## config.mk

```make
export PLATFORM = sky130hd
export DESIGN_NAME = iob_cache_fe_seq
export DESIGN_NICKNAME = d
export VERILOG_FILES = /design/src/rtl/iob_cache_fe_seq.sv
export SDC_FILE = /design/constraint.sdc
export NUM_CORES = 1
export LEC_CHECK = 0
export CAP_MARGIN = 0
export CORE_MARGIN = 1
export CORE_UTILIZATION = 50
export CTS_BUF_LIST = sky130_fd_sc_hd__clkbuf_2 sky130_fd_sc_hd__clkbuf_4 sky130_fd_sc_hd__clkbuf_8
export DETAILED_ROUTE_END_ITERATION = 8
export GPL_TIMING_DRIVEN = 1
export PLACE_DENSITY = 0.84
export REMOVE_ABC_BUFFERS = 1
export SYNTH_ARGS = -nofsm -noshare
export SYNTH_HDL_FRONTEND = slang
export SYNTH_SLANG_ARGS = --single-unit
```

## constraint.sdc

```tcl
create_clock -name clk -period 5 [get_ports clk]
set_clock_uncertainty 0.1 [all_clocks]
set_input_delay 1.25 -clock clk [delete_from_list [all_inputs] [get_ports clk]]
set_output_delay 1.25 -clock clk [all_outputs]
set_load 0.02 [all_outputs]
```

## src/rtl/iob_cache_fe_seq.sv

```systemverilog
// Self-test initiator for the IOb cache front end: writes SEED+i to N consecutive
// word addresses, reads them back, and reports mismatches, first bad address and timeout.
//
// state    | meaning
// ---------+----------------------------------------------------
// S_IDLE   | waiting for a start rising edge; results held
// S_WR_REQ | write request outstanding, waiting for ack
// S_WR_GAP | one idle cycle after a write ack
// S_RD_REQ | read request outstanding, rdata checked on ack
// S_RD_GAP | one idle cycle after a read ack
// S_FIN    | publish done/pass, then back to idle
module iob_cache_fe_seq #(
  parameter int                ADDR_W    = 30,
  parameter int                DATA_W    = 32,
  parameter int                N_W       = 10,
  parameter logic [DATA_W-1:0] SEED      = DATA_W'(32'hA5A50000),
  parameter int                TIMEOUT_W = 12
) (
  input  logic                clk,
  input  logic                rst,
  input  logic                start,
  input  logic [ADDR_W-1:0]   base_addr,
  input  logic [N_W-1:0]      n_words,
  output logic                req,
  output logic [ADDR_W-1:0]   addr,
  output logic [DATA_W-1:0]   wdata,
  output logic [DATA_W/8-1:0] wstrb,
  input  logic [DATA_W-1:0]   rdata,
  input  logic                ack,
  output logic                busy,
  output logic                done,
  output logic                pass,
  output logic [N_W-1:0]      err_cnt,
  output logic [ADDR_W-1:0]   err_addr,
  output logic                timeout
);

  localparam logic [2:0] S_IDLE   = 3'd0;
  localparam logic [2:0] S_WR_REQ = 3'd1;
  localparam logic [2:0] S_WR_GAP = 3'd2;
  localparam logic [2:0] S_RD_REQ = 3'd3;
  localparam logic [2:0] S_RD_GAP = 3'd4;
  localparam logic [2:0] S_FIN    = 3'd5;

  logic [2:0]          state_q, state_d;
  logic [N_W-1:0]      idx_q, idx_d;
  logic [ADDR_W-1:0]   base_q, base_d;
  logic [N_W-1:0]      n_q, n_d;
  logic [TIMEOUT_W-1:0] tmo_q, tmo_d;
  logic                start_q;
  logic                req_q, req_d;
  logic [ADDR_W-1:0]   addr_q, addr_d;
  logic [DATA_W-1:0]   wdata_q, wdata_d;
  logic [DATA_W/8-1:0] wstrb_q, wstrb_d;
  logic                busy_q, busy_d;
  logic                done_q, done_d;
  logic                pass_q, pass_d;
  logic [N_W-1:0]      err_cnt_q, err_cnt_d;
  logic [ADDR_W-1:0]   err_addr_q, err_addr_d;
  logic                timeout_q, timeout_d;

  logic                 start_acc;
  logic [N_W:0]         idx_inc;
  logic                 more;
  logic [TIMEOUT_W-1:0] tmo_inc;
  logic [DATA_W-1:0]    expect_data;

  assign start_acc   = start & ~start_q & (state_q == S_IDLE);
  assign idx_inc     = {1'b0, idx_q} + (N_W+1)'(1);
  assign more        = idx_inc < {1'b0, n_q};
  assign tmo_inc     = tmo_q + TIMEOUT_W'(1);
  assign expect_data = SEED + DATA_W'(idx_q);

  always_comb begin
    state_d    = state_q;
    idx_d      = idx_q;
    base_d     = base_q;
    n_d        = n_q;
    tmo_d      = tmo_q;
    req_d      = req_q;
    addr_d     = addr_q;
    wdata_d    = wdata_q;
    wstrb_d    = wstrb_q;
    busy_d     = busy_q;
    done_d     = done_q;
    pass_d     = pass_q;
    err_cnt_d  = err_cnt_q;
    err_addr_d = err_addr_q;
    timeout_d  = timeout_q;
    case (state_q)
      S_IDLE: begin
        if (start_acc) begin
          base_d     = base_addr;
          n_d        = n_words;
          idx_d      = '0;
          done_d     = 1'b0;
          pass_d     = 1'b0;
          err_cnt_d  = '0;
          err_addr_d = '0;
          timeout_d  = 1'b0;
          busy_d     = 1'b1;
          if (n_words == '0) begin
            state_d = S_FIN;
          end else begin
            state_d = S_WR_REQ;
            req_d   = 1'b1;
            addr_d  = base_addr;
            wdata_d = SEED;
            wstrb_d = '1;
            tmo_d   = '0;
          end
        end
      end
      S_WR_REQ, S_RD_REQ: begin
        if (ack) begin
          req_d   = 1'b0;
          state_d = (state_q == S_WR_REQ) ? S_WR_GAP : S_RD_GAP;
          if ((state_q == S_RD_REQ) && (rdata != expect_data)) begin
            if (err_cnt_q != '1) err_cnt_d = err_cnt_q + N_W'(1);
            if (err_cnt_q == '0) err_addr_d = addr_q;
          end
        end else if (tmo_inc == '1) begin
          // Abort: a late ack lands in FIN/IDLE and is ignored there.
          req_d     = 1'b0;
          timeout_d = 1'b1;
          state_d   = S_FIN;
        end else begin
          tmo_d = tmo_inc;
        end
      end
      S_WR_GAP: begin
        req_d = 1'b1;
        tmo_d = '0;
        if (more) begin
          idx_d   = idx_inc[N_W-1:0];
          addr_d  = base_q + ADDR_W'(idx_inc);
          wdata_d = SEED + DATA_W'(idx_inc);
          wstrb_d = '1;
          state_d = S_WR_REQ;
        end else begin
          idx_d   = '0;
          addr_d  = base_q;
          wdata_d = '0;
          wstrb_d = '0;
          state_d = S_RD_REQ;
        end
      end
      S_RD_GAP: begin
        if (more) begin
          idx_d   = idx_inc[N_W-1:0];
          addr_d  = base_q + ADDR_W'(idx_inc);
          wdata_d = '0;
          wstrb_d = '0;
          req_d   = 1'b1;
          tmo_d   = '0;
          state_d = S_RD_REQ;
        end else begin
          state_d = S_FIN;
        end
      end
      S_FIN: begin
        busy_d  = 1'b0;
        done_d  = 1'b1;
        pass_d  = (err_cnt_q == '0) && !timeout_q;
        state_d = S_IDLE;
      end
      default: begin
        state_d = S_IDLE;
        req_d   = 1'b0;
        busy_d  = 1'b0;
      end
    endcase
  end

  always_ff @(posedge clk or negedge rst) begin
    if (!rst) begin
      state_q    <= S_IDLE;
      idx_q      <= '0;
      base_q     <= '0;
      n_q        <= '0;
      tmo_q      <= '0;
      start_q    <= 1'b0;
      req_q      <= 1'b0;
      addr_q     <= '0;
      wdata_q    <= '0;
      wstrb_q    <= '0;
      busy_q     <= 1'b0;
      done_q     <= 1'b0;
      pass_q     <= 1'b0;
      err_cnt_q  <= '0;
      err_addr_q <= '0;
      timeout_q  <= 1'b0;
    end else begin
      state_q    <= state_d;
      idx_q      <= idx_d;
      base_q     <= base_d;
      n_q        <= n_d;
      tmo_q      <= tmo_d;
      start_q    <= start;
      req_q      <= req_d;
      addr_q     <= addr_d;
      wdata_q    <= wdata_d;
      wstrb_q    <= wstrb_d;
      busy_q     <= busy_d;
      done_q     <= done_d;
      pass_q     <= pass_d;
      err_cnt_q  <= err_cnt_d;
      err_addr_q <= err_addr_d;
      timeout_q  <= timeout_d;
    end
  end

  assign req      = req_q;
  assign addr     = addr_q;
  assign wdata    = wdata_q;
  assign wstrb    = wstrb_q;
  assign busy     = busy_q;
  assign done     = done_q;
  assign pass     = pass_q;
  assign err_cnt  = err_cnt_q;
  assign err_addr = err_addr_q;
  assign timeout  = timeout_q;

endmodule

```

* Word-level counts from Yosys, hierarchy flattened
Index checks and enable logic that the tools add are counted.
** Word-level totals
- Input port bits :: 76
- Output and inout port bits :: 111
- Register bits :: 177
- Word-level logic and storage cells :: 126
** Cells by class
- Order comparisons :: 1
- $add $sub $neg :: 6
- Mux-type cells :: 56
- Reduce and logical (&&, ||, !) cells :: 23
- Bitwise gates (word level) :: 5
- Equality and inequality tests :: 19
** Operators by type and width (number)
- 30-bit 2-to-1 mux :: 8
- 32-bit 2-to-1 mux :: 4
- 32-bit case mux with 3 select lines :: 1
- 30-bit case mux with 3 select lines :: 1
- 10-bit 2-to-1 mux :: 6
- 12-bit 2-to-1 mux :: 5
- 30-bit case mux with 2 select lines :: 1
- 12-bit case mux with 4 select lines :: 1
- 32-bit by 10-bit adder with 32-bit output (first input constant) :: 1
- 32-bit by 11-bit adder with 32-bit output (first input constant) :: 1
- 32-bit != test :: 1
- 30-bit by 11-bit adder with 30-bit output :: 1
- 10-bit case mux with 3 select lines :: 1
- 10-bit zero test :: 2
- 2-bit != test (second input constant) :: 10
- 10-bit case mux with 2 select lines :: 1
- 3-bit 2-to-1 mux :: 6
- 4-bit 2-to-1 mux :: 4
- 5-bit AND reduction :: 3
- 12-bit by 1-bit adder with 12-bit output (second input constant) :: 1
- 12-bit equality test (second input constant) :: 1
- 3-bit case mux with 4 select lines :: 1
- 4-bit case mux with 3 select lines :: 1
- 10-bit by 1-bit adder with 11-bit output (second input constant) :: 1
- other kinds (25) :: 47

* Depth between registers and ports, before layout
- Depth in word-level cells :: 6
- Mapped depth :: 15
- Gate-level depth less buffers :: 13

* Worst setup path after synthesis
Ideal clock, no wire load.
- Path type :: reg-to-reg
- From :: register idx_q[2]
- To :: register addr_q[26], in the netlist addr[26]
- Setup slack :: 1.491 ns
- Buffers on the path :: 1
- Stages on the path, launching flop included :: 15
- Setup time :: 0.140 ns
- Clock period less this slack :: 3.509 ns
- Required time :: 4.760 ns
- Arrival :: 3.270 ns
- Path through :: dfrtp_1 -> clkbuf_1 -> and3_1 -> and3_1 -> and3_1 -> and3_1 -> xor2_1 -> ha_1 -> and3_1 -> and2_1 -> o2111ai_1 -> a21o_1 -> a21oi_1 -> a2111oi_0 -> a211oi_1
** Between the ends
- Word-level cells in the longest chain between the ends :: 4
- Elaborated cells between the ends (all ways) :: 8
- Classes of those cells :: 2 x add/sub; 1 x order compare; 1 x eq/ne; 3 x mux; 1 x reduce/logical
** RTL lines
- from (decl) :: RTL line 46 : logic [N_W-1:0] idx_q, idx_d;
- from (signal assigned) :: RTL line 195 : idx_q <= idx_d;
- 10-bit by 1-bit adder with 11-bit output * :: RTL line 69 : assign idx_inc = {1'b0, idx_q} + (N_W+1)'(1);
- 30-bit by 11-bit adder with 30-bit output or 11-bit by 10-bit less-than comparator with 1-bit output (tied branches) :: RTL line 136, 151, 70
- 30-bit 2-to-1 mux, or another cell as far along :: RTL line 149 : if (more) begin
- 30-bit case mux with 3 select lines or 4-bit AND reduction (tied branches)
- to (signal assigned) :: RTL line 201 : addr_q <= addr_d;
- to (decl) :: RTL line 52 : logic [ADDR_W-1:0] addr_q, addr_d;
Mark *: on every way between the ends. The rest lies on a longest branch, timed or not. The select of a mux whose other input is x is not followed.
A chain may end at the register's enable or synchronous reset.

* Worst setup path after layout
- From :: register idx_q[0]
- To :: register addr_q[14], in the netlist addr[14]
The elaborated chain is that of the path after synthesis.

==> summary.md <==
| Metric | Value |
|---|---|
| Status | `completed` |
| Worst path cell trace | `ha_1 -> nand3_1 -> xor2_1 -> inv_1 -> ha_1 -> a21o_1 -> a221o_1 -> a41o_1 -> a21oi_2 -> or2_1 -> o21ai_0 -> o31ai_1` |
| DRT Pass-1 Iters | `5` |
| GRT Util Overall | `27.07%` |
| # Post-CTS Setup Buffers | `0` |
| CP dominant cell by count | `ha_1` |
| Antenna violations before repair | `0` |
| Worst r2r src | `idx_q[0]` |
| # DRC | `0` |
| Via count | `7714` |
| WP depth | `12` |
| Largest net degree at the start of global routing | `91` |
| Clock Pin Slew Worst Setup and Hold Paths | `0.08 ns` |
| M2 GR Usage | `43.12%` |
| GR Overflow Total | `0` |
| DP HPWL | `16750 um` |
| Crit path required time | `roughly 5.3 ns` |
| Via/cell ratio | `5.875` |
| Slack of the worst reg-to-reg path | `0.87 ns` |
| Root Buffer | `clkbuf_8` |
| Leak | `4.738 nW` |
| Site Rows | `48` |
| Worst min path class | `flop to flop` |
| Async set-reset flop share out of synthesis | `100.0%` |
| HP Start | `done` |
| Distinct cells, synth | `82` |
| Post-synth top area share | `43.60%` |
| Htree depth | `4` |
| Crit-path max FO | `16` |
| WL final | `approximately 24000 um` |
| Synth area leader | `dfrtp_1` |
| CP Class | `flop to flop` |
| First-pass GRT wire length | `38180 um` |
| Synth area leaders | `dfrtp_1 44%, o21ai_0 5.2%, mux2_2 5.1%` |
| Post-route ant nets | `0` |
| Synth-to-layout area growth | `25.29%` |
| Max-capacitance violation count | `0` |
| Met1 usage | `35.07%` |
| Met3 Use GR | `6.381%` |
| Final period util | `between 80% and 90%` |
| Worst skew pair latency | `around 0.48 ns` |
| Net count reported at finish | `~1200` |
| DIE WIDTH | `134.5 um` |
| Vias in the first global route | `7569` |
| TritonCTS clock tree | `yes` |
| Max Clock Freq | `242.1 MHz` |
| Largest buffer count on any clock path | `2` |
| CP Buf/Inv Count | `1` |
| Worst Max-Slew Pin Slew | `between 0.8 and 0.9 ns` |
| Max-slew violations | `0` |
| TritonCTS Sinks | `roughly 150` |
| # IOs | `roughly 190` |
| Post-Syn Area | `0.008782 mm2` |
| Worst Setup SP | `idx_q[0]` |
| Initial core utilization | `50.95%` |
| Diode count | `0` |
| Fraction of final layout cells sized beyond drive strength 1 | `10.29%` |
| RSZ-0062 raised after global routing | `no` |
| Post-CTS resize count | `0` |
| Gp weighted congestion | `around 0.94` |
| Setup TNS | `0 ns` |
| CP startpoint kind | `flop` |
| CP peak stage delay | `~0.65 ns` |
| Number of buffers created by CTS | `17` |
| Final setup viols | `0` |
| Most Crowded Layer GR | `met2` |
| Maximum vdd drop | `0.3050 mV` |
| Pwr/cell area | `543.4 mW/mm2` |
| Drt wl/cell | `roughly 18 um` |
| Hold violation count in the final report | `0` |
| Iteration-0 DRC Markers | `610` |
| Min Tclk post-route | `4.130 ns` |
| Main synth FF type | `dfrtp_1` |
| Port-buffer cells | `about 170` |
| WP data arrival | `approximately 4.4 ns` |
| Synth warn | `0` |
| DIE HEIGHT | `134.5 um` |
| Delay-heaviest family, CP | `compound AO/OA/AOI/OAI gates` |
| EDFF count, synth | `0` |
| Core Footprint | `0.01724 mm2` |
| Die Area | `0.01810 mm2` |
| Post-Syn Area per Cell | `9.453 um2` |
| Hold Buf Count CTS | `0` |
| Power, Total | `between 5 and 6 mW` |
| Hold path depth | `2` |
| Crit end category | `flop` |
| CP max stage cell | `or2_1` |
| R2r worst-path depth | `12` |
| Sequential area share after synthesis | `43.60%` |
| #FFs+latches synth | `153` |
| Headroom to the max-slew limit | `roughly two fifths` |
| Mapped Cells | `between 900 and 1000` |
## power by group
group	total, mW	switching, mW	internal [mW]
sequential	2.16	0.480	1.68
combinational	2.83	1.58	1.25
clock	0.985	0.478	0.507
total	5.98	2.54	3.44
## registers in the layout (all words and copies together) (netlist names), 3 cells and up
name / flops
addr: 30
base_q: 30
err_addr: 30
tmo_q: 12
wdata: 11
err_cnt: 10
idx_q: 10
n_q: 10
state_q: 3
## cells in the mapped netlist (all sizes together), types with 13 or more instances
cell	instances
a21o	14
a21oi	48
a222oi	13
and3	13
buf	39
clkbuf	35
dfrtp	153
ha	27
inv	55
mux2	40
nand2	79
nand3	64
nor2	35
nor3	16
o21ai	97
o31ai	18
xnor2	21
xor2	17
## logic make-up after synthesis
family	synth area share [%]
other	0.04270
muxes	5.699
xor gates and xnor gates	3.790
and+or+nand+nor	16.58
buffers and inverters	6.910
adders and majority gates	4.075
AOI/OAI and AO/OA	19.31
DFF	43.60
## final cells by class
cell class | instances | area, um2
clock buffers | 19 | 255.2
clock inverters | 13 | 152.6
fillers | 1400 | 6233
inverters | 55 | 206.4
multi-input cells | 659 | 4425
flip-flops and latches | 153 | 3829
well taps | 225 | 281.5
repair buffers | 189 | 1853
## final timing paths
path / end
max reg2reg: addr[14]
max in group asynchronous: err_addr[12]
min in group asynchronous: err_addr[22]
max: addr[14]
min reg2reg: done
min: done
## cells in the final DEF (no fill, tap or decap), types with 4 or more instances in the layout
cell and instances:
a22o_1 5, mux2i_1 5, dfrtp_1 153, a22oi_1 4, xnor2_1 21, nor4_1 5, and2_1 4, nor2_1 34
nand2_1 78, or4_1 4, a222oi_1 13, and3_1 13, o21a_1 6, o211ai_1 4, a21o_1 14, nand2b_1 11
clkbuf_8 18, a211oi_1 5, xor2_1 17, clkinv_2 6, nor3_1 14, a2111oi_0 4, inv_1 55, a21oi_1 45
nor4b_1 4, conb_1 13, o21ai_0 92, mux2_2 40, ha_1 27, nand3_1 63, nand4_1 9, o21ai_1 4
clkdlybuf4s50_1 172, o31ai_1 17, buf_4 16, a31oi_1 12
## per-stage QoR
stage | util, % | setup slack (ns) | std cells | hold WS (ns) | cell area [um2]
final | 63.84 | 0.8699 | 1313 | 0.3840 | 11000
after global routing | 63.84 | 0.5551 | 1313 | 0.4171 | 11000
after CTS | 63.84 | 0.8696 | 1313 | 0.3893 | 11000
after detailed placement | 61.47 | 0.6849 | 1281 | 0.3699 | 10600
after global placement | 61.47 | 0.8120 | 1281 | 0.3636 | 10600
after floorplan | - | -0.07741 | 867 | 0.3486 | 8427
## layer usage
metal  part of all wire, %  wire length [um]
met1                    43             10070
met2                    47             10950
met3                   7.5              1771
met4                   3.2               746
met5                     0                 0
## worst register-to-register path, cell delays in order, from the launching register on
cell,delay [ns]
dfrtp_1,0.54
ha_1,0.33
nand3_1,0.12
xor2_1,0.24
inv_1,0.14
ha_1,0.32
a21o_1,0.17
a221o_1,0.34
a41o_1,0.30
a21oi_2,0.37
or2_1,0.65
o21ai_0,0.18
o31ai_1,0.26
(Power assumes the default switching activity.)
